### src/rtl/imem_loader_pkg.sv
// Shared types and constants for the IMEM image loader: FSM state encoding,
// word/byte geometry and small decode helpers.
package imem_loader_pkg;

    localparam int BYTES_PER_WORD = 4;
    localparam int WORD_W         = 32;

    typedef enum logic [2:0] {
        ST_IDLE  = 3'd0,
        ST_LEN   = 3'd1,
        ST_DATA  = 3'd2,
        ST_WRITE = 3'd3,
        ST_CSUM  = 3'd4,
        ST_FIN   = 3'd5,
        ST_ERR   = 3'd6
    } state_t;

    // A word count of zero or beyond the IMEM budget is rejected.
    function automatic logic len_legal(input logic [31:0] n, input logic [31:0] max_words);
        return (n != 32'd0) && (n <= max_words);
    endfunction

    function automatic logic takes_bytes(input state_t s);
        return (s == ST_LEN) || (s == ST_DATA) || (s == ST_CSUM);
    endfunction

endpackage

### src/rtl/imem_loader_byte.sv
// Byte-to-word packer shared by the length, data and checksum phases;
// first byte lands in the MSB after four takes.
module imem_byte_packer
    import imem_loader_pkg::*;
(
    input  logic               i_clock,
    input  logic               i_reset,
    input  logic               i_clear,
    input  logic [7:0]         i_byte,
    input  logic               i_take,
    output logic [WORD_W-1:0]  o_word,
    output logic               o_word_done,
    output logic               o_last
);

    localparam int CNT_W = $clog2(BYTES_PER_WORD);
    localparam logic [CNT_W-1:0] LAST_CNT = CNT_W'(BYTES_PER_WORD - 1);

    logic [CNT_W-1:0]  r_cnt;
    logic [WORD_W-1:0] r_word;
    logic              r_done;

    // o_last flags the take that completes a word, so the owner can act on the same edge.
    assign o_last      = i_take && (r_cnt == LAST_CNT);
    assign o_word      = r_word;
    assign o_word_done = r_done;

    // Shift register, byte counter and word-complete pulse.
    always_ff @(posedge i_clock) begin
        if (i_reset || i_clear) begin
            r_cnt  <= '0;
            r_word <= '0;
            r_done <= 1'b0;
        end else begin
            r_done <= o_last;
            if (i_take) begin
                r_word <= {r_word[WORD_W-9:0], i_byte};
                r_cnt  <= o_last ? '0 : r_cnt + CNT_W'(1);
            end
        end
    end

endmodule

### src/rtl/imem_loader.sv
// Loads a length-prefixed, XOR-checksummed program image into IMEM and holds
// the core stalled until the image is fully written and verified.
module imem_loader
    import imem_loader_pkg::*;
#(
    parameter logic [31:0] BASE_ADDR = 32'd0,
    parameter int          MAX_WORDS = 256
) (
    input  logic        i_clock,
    input  logic        i_reset,
    input  logic        i_start,
    input  logic [7:0]  i_byte_in,
    input  logic        i_byte_valid,
    output logic        o_byte_ready,
    output logic        o_we,
    output logic [31:0] o_waddr,
    output logic [31:0] o_wdata,
    output logic        o_cpu_hold,
    output logic        o_done,
    output logic        o_error
);

    localparam int IDX_W = $clog2(MAX_WORDS + 1);

    state_t             r_state;
    state_t             w_next;
    logic               r_ready;
    logic               r_we;
    logic [31:0]        r_waddr;
    logic [31:0]        r_wdata;
    logic               r_hold;
    logic               r_done;
    logic               r_error;
    logic [IDX_W-1:0]   r_index;
    logic [IDX_W-1:0]   r_len;
    logic [31:0]        r_acc;

    logic               w_take;
    logic               w_start_load;
    logic [31:0]        w_word;
    logic [31:0]        w_full;
    logic               w_word_done;
    logic               w_last;
    logic               w_len_ok;
    logic               w_last_word;
    logic               w_write_exit;

    assign w_take       = i_byte_valid && r_ready;
    assign w_start_load = i_start && ((r_state == ST_IDLE) || (r_state == ST_FIN) || (r_state == ST_ERR));
    // Word including the byte being accepted this cycle.
    assign w_full       = {w_word[23:0], i_byte_in};
    assign w_len_ok     = len_legal(w_full, 32'(MAX_WORDS));
    assign w_last_word  = (r_index == (r_len - IDX_W'(1)));
    assign w_write_exit = (r_state == ST_WRITE) && w_word_done;

    imem_byte_packer u_packer (
        .i_clock     (i_clock),
        .i_reset     (i_reset),
        .i_clear     (w_start_load),
        .i_byte      (i_byte_in),
        .i_take      (w_take),
        .o_word      (w_word),
        .o_word_done (w_word_done),
        .o_last      (w_last)
    );

    // Next-state decode for the load sequence.
    always_comb begin
        w_next = r_state;
        case (r_state)
            ST_IDLE:  if (i_start) w_next = ST_LEN; else w_next = ST_IDLE;
            ST_LEN: begin
                if (w_last) w_next = w_len_ok ? ST_DATA : ST_ERR;
                else        w_next = ST_LEN;
            end
            ST_DATA:  if (w_last) w_next = ST_WRITE; else w_next = ST_DATA;
            ST_WRITE: w_next = w_last_word ? ST_CSUM : ST_DATA;
            ST_CSUM: begin
                if (w_last) w_next = (w_full == r_acc) ? ST_FIN : ST_ERR;
                else        w_next = ST_CSUM;
            end
            ST_FIN:   if (i_start) w_next = ST_LEN; else w_next = ST_FIN;
            ST_ERR:   if (i_start) w_next = ST_LEN; else w_next = ST_ERR;
            default:  w_next = ST_IDLE;
        endcase
    end

    // State register and outputs, all registered from the next state.
    always_ff @(posedge i_clock) begin
        if (i_reset) begin
            r_state <= ST_IDLE;
            r_ready <= 1'b0;
            r_we    <= 1'b0;
            r_waddr <= 32'd0;
            r_wdata <= 32'd0;
            r_hold  <= 1'b1;
            r_done  <= 1'b0;
            r_error <= 1'b0;
        end else begin
            r_state <= w_next;
            r_ready <= takes_bytes(w_next);
            r_we    <= (w_next == ST_WRITE);
            r_hold  <= (w_next != ST_FIN);
            r_done  <= (w_next == ST_FIN);
            r_error <= (w_next == ST_ERR);
            if (w_next == ST_WRITE) begin
                r_waddr <= BASE_ADDR + {{(32-IDX_W){1'b0}}, r_index};
                r_wdata <= w_full;
            end
        end
    end

    // Word count, write index and running checksum.
    always_ff @(posedge i_clock) begin
        if (i_reset) begin
            r_index <= '0;
            r_len   <= '0;
            r_acc   <= 32'd0;
        end else begin
            if (w_start_load)      r_acc <= 32'd0;
            else if (w_write_exit) r_acc <= r_acc ^ w_word;
            if ((r_state == ST_LEN) && w_last && w_len_ok) begin
                r_len   <= w_full[IDX_W-1:0];
                r_index <= '0;
            end else if (w_write_exit) begin
                r_index <= r_index + IDX_W'(1);
            end
        end
    end

    assign o_byte_ready = r_ready;
    assign o_we         = r_we;
    assign o_waddr      = r_waddr;
    assign o_wdata      = r_wdata;
    assign o_cpu_hold   = r_hold;
    assign o_done       = r_done;
    assign o_error      = r_error;

endmodule
### config.mk
export PLATFORM = sky130hd
export DESIGN_NAME = imem_loader
export DESIGN_NICKNAME = d
export VERILOG_FILES = /design/src/rtl/imem_loader_pkg.sv /design/src/rtl/imem_loader_byte.sv /design/src/rtl/imem_loader.sv
export SDC_FILE = /design/constraint.sdc
export NUM_CORES = 1
export LEC_CHECK = 0
export BUFFER_PORTS_ARGS = -buffer_cell sky130_fd_sc_hd__buf_4
export CORE_UTILIZATION = 30
export DETAILED_ROUTE_END_ITERATION = 8
export PLACE_DENSITY = 0.57
export SYNTH_ARGS = -nofsm -noshare
export SYNTH_HDL_FRONTEND = slang
export SYNTH_HIERARCHICAL = 1
export SYNTH_SLANG_ARGS = --single-unit
### constraint.sdc
create_clock -name i_clock -period 5.5 [get_ports i_clock]
set_input_delay 1.1 -clock i_clock [delete_from_list [all_inputs] [get_ports i_clock]]
set_output_delay 1.1 -clock i_clock [all_outputs]
set_load 0.05 [all_outputs]
==> results by group <==
Global route
  • Total global routing overflow: 0
  • Tot GR Track Use: 14.6%
  • Vias in the first global route: 4,175
  • Initial antenna violation count: 0
  • Pin count of the biggest net entering global routing: 59
  • Global-route wire length before repair: 22,500 um

Synthesis
  • Sequential cell area fraction in the yosys report: 45.5%
  • Mean post-synth cell area: 8.60 sq um
  • Yosys reg bits: 134
  • Synthesized area: 5900 sq um
  • Ys flop type: dfxtp_1
  • Number of synthesis warnings: 6
  • Distinct cells, synth: 45
  • Post-synth EDFFs: 0
  • Asr flop ratio synth: 0%
  • Commonest cells post-synth: 134 x dfxtp_1, 129 x nand2_1, 93 x nor2_1
  • Post-synthesis cell count: 686
  • Leading area contributor after synthesis: dfxtp_1
  • Top-area cell type share of the netlist area: 45.5%
  • Most common cell in the netlist: dfxtp_1
  • Largest cells by area after synthesis: dfxtp_1 45%, nand2_1 8.2%, mux2i_1 7.3%

Worst hold path
  • Min-delay src: o_waddr[4]
  • Worst Hold Depth: 2
  • Hold path endpoint: o_waddr[4]
  • HP Class: flip-flop to flip-flop

Pwr
  • Worst IR Drop VDD: 207 uV
  • Tot Pwr: 2220 uW
  • Pwr Density: 317 nW/um^2
  • Total leakage power: 0.00261 uW

CTS
  • CTS tree: built
  • Clock Path Buffers: 2
  • Post-CTS Setup Bufs: 0
  • Total CTS buffers: 17
  • Clock Latency Late Sink: 420 ps
  • Clock root buffer: clkbuf_16
  • Clk sink count: 134
  • # H-tree levels: 4
  • CTS clk-pin slew, worst paths: 50 ps
  • Cts hold-fix bufs: 0
  • CTS resizes: 0

Critical path
  • WP data arrival: 3520 ps
  • Worst Reg-to-Reg Cells: 6
  • RR Endpoint: r_index[8]
  • WP data required: 5800 ps
  • RR Startpoint: u_packer/o_word[14]
  • CP max FO: 36
  • R2r setup slk: 2640 ps
  • WS Path Type: input pin to flip-flop
  • CP Capture Type: flip-flop
  • CP startpoint kind: input pin

Timing
  • Worst hold slack: 452 ps
  • Worst-Margin Slew: 849 ps
  • Fin. Hold Viols: 0
  • Sum Neg Setup Slack: 0 ps
  • Part of the cycle the worst path needs: 58.7%
  • RSZ-0062 raised after global routing: false
  • Max-slew violations: 0
  • Minimum clock period: 3230 ps
  • Setup Skew: 10.3 ps
  • Max_slew headroom: 43.4%
  • Final setup vio count: 0
  • Fmax: 310 MHz

Detailed routing
  • Routed length per placed instance: 14.1 um
  • Vias/cell: 4.53
  • Drt total wl: 14,000 um
  • Detail Route Antenna Nets: 0
  • Vias: 4,519
  • DR DRC count: 0
  • Pre-antenna DRT Iters: 4
  • DR iter-0 viols: 251

Cells and area
  • Area Overhead vs Synth: 18.7%
  • Share of layout cells above drive strength 1: 13.6%
  • Inserted Diodes: 0
  • Nets: 741
  • Final std cells w/o fill: 998

Die
  • Die X-Extent: 142 um
  • Initial Utilization: 31.0%
  • Placement Rows: 50
  • IO Count: 81
  • DIE HEIGHT: 142 um
  • Core box area: 19,000 sq um
  • Die area: 20,200 sq um

Placed design
  • Post-DP HPWL: 9220 um
  • Port bufs: 57
  • Placed insts: 967
  • RD Place Congestion: 0.822

Run
  • Max_cap viols: 0

Outcome
  • Status: finished clean
-- registers in the layout (all words and copies together) (netlist names), 2 cells and up --
name	count
o_waddr	9
o_wdata	32
r_acc	32
r_index	9
r_len	9
r_state	3
u_packer/o_word	32
u_packer/r_cnt	2
-- per-layer routing --
metal / up-vias / GRT usage (%) / share of wire (%)
li1: 2293 / - / -
met1: 2127 / 20.1 / 50
met2: 87 / 21.8 / 45
met3: 12 / 4.34 / 3.9
met4: 0 / 4.02 / 1.0
met5: - / 0 / 0
-- worst max-delay path, stage by stage --
cell     delay [ps]
buf_4            70
and2_2          120
buf_4           510
nand2_1         140
inv_1           140
nor2b_1         220
nand4_1         590
nand2_1         530
nor2_1           90
-- stage by stage --
stage / area (sq um) / util (%) / setup WS [ps]
6_report: 7000 / 36.8 / 2270
5_1_grt: 7000 / 36.8 / 2020
4_1_cts: 7000 / 36.8 / 2270
3_5_place_dp: 6420 / 33.8 / 1840
3_3_place_gp: 6420 / 33.8 / 1870
2_1_floorplan: 5980 / - / 2510
-- kinds of logic after synthesis --
logic type                 count (synthesis)  synth area share [%]
and+or+nand+nor                          284                  21.4
DFF                                      134                  45.5
xor gates and xnor gates                  83                  12.3
AOI/OAI and AO/OA                         69                  6.49
buffers and inverters                     69                  6.38
muxes                                     43                  7.29
adders and majority gates                  3                 0.636
other                                      1                0.0636
-- layout make-up --
type	count	area [sq um]
Clock inverter	11	133
Timing Repair Buffer	61	458
Multi-Input combinational cell	505	2930
Clock buffer	20	447
Tap cell	260	325
Inverter	7	26.3
Fill cell	1975	12000
Sequential cell	134	2680
-- report_power, final --
group | total (uW) | switching (uW) | leakage, uW | internal, uW
Clock | 1130 | 418 | 0.000289 | 715
Sequential | 980 | 6.20 | 0.00108 | 974
Combinational | 108 | 82.9 | 0.00124 | 25.4
Total | 2220 | 507 | 0.00261 | 1710
-- layout by cell type (no fill, tap or decap), types with 3 or more instances in the layout --
master / instances
clkinv_2: 7
clkbuf_16: 17
conb_1: 23
nand2b_1: 5
nor2b_1: 3
nand3_1: 4
buf_4: 61
a31oi_1: 5
dfxtp_1: 134
nand4_1: 14
bufinv_16: 3
xor2_1: 39
nor2_1: 93
nor4_1: 9
ha_1: 3
a21oi_1: 48
nor3_1: 5
nand3b_1: 3
inv_1: 7
xnor2_1: 44
o21ai_0: 7
nand2_1: 129
mux2i_1: 43
-- how the worst max path moves through the flow --
stage                   end  slack, ps         start
2_1_floorplan  o_byte_ready       2510  i_byte_valid
3_3_place_gp     o_wdata[1]       1870  i_byte_valid
3_5_place_dp     r_index[3]       1840  i_byte_valid
4_1_cts          r_index[3]       2270  i_byte_valid
5_1_grt          r_index[7]       2020  i_byte_valid
6_report         r_index[8]       2270  i_byte_valid
No activity file was read; power rests on OpenSTA's default activity.
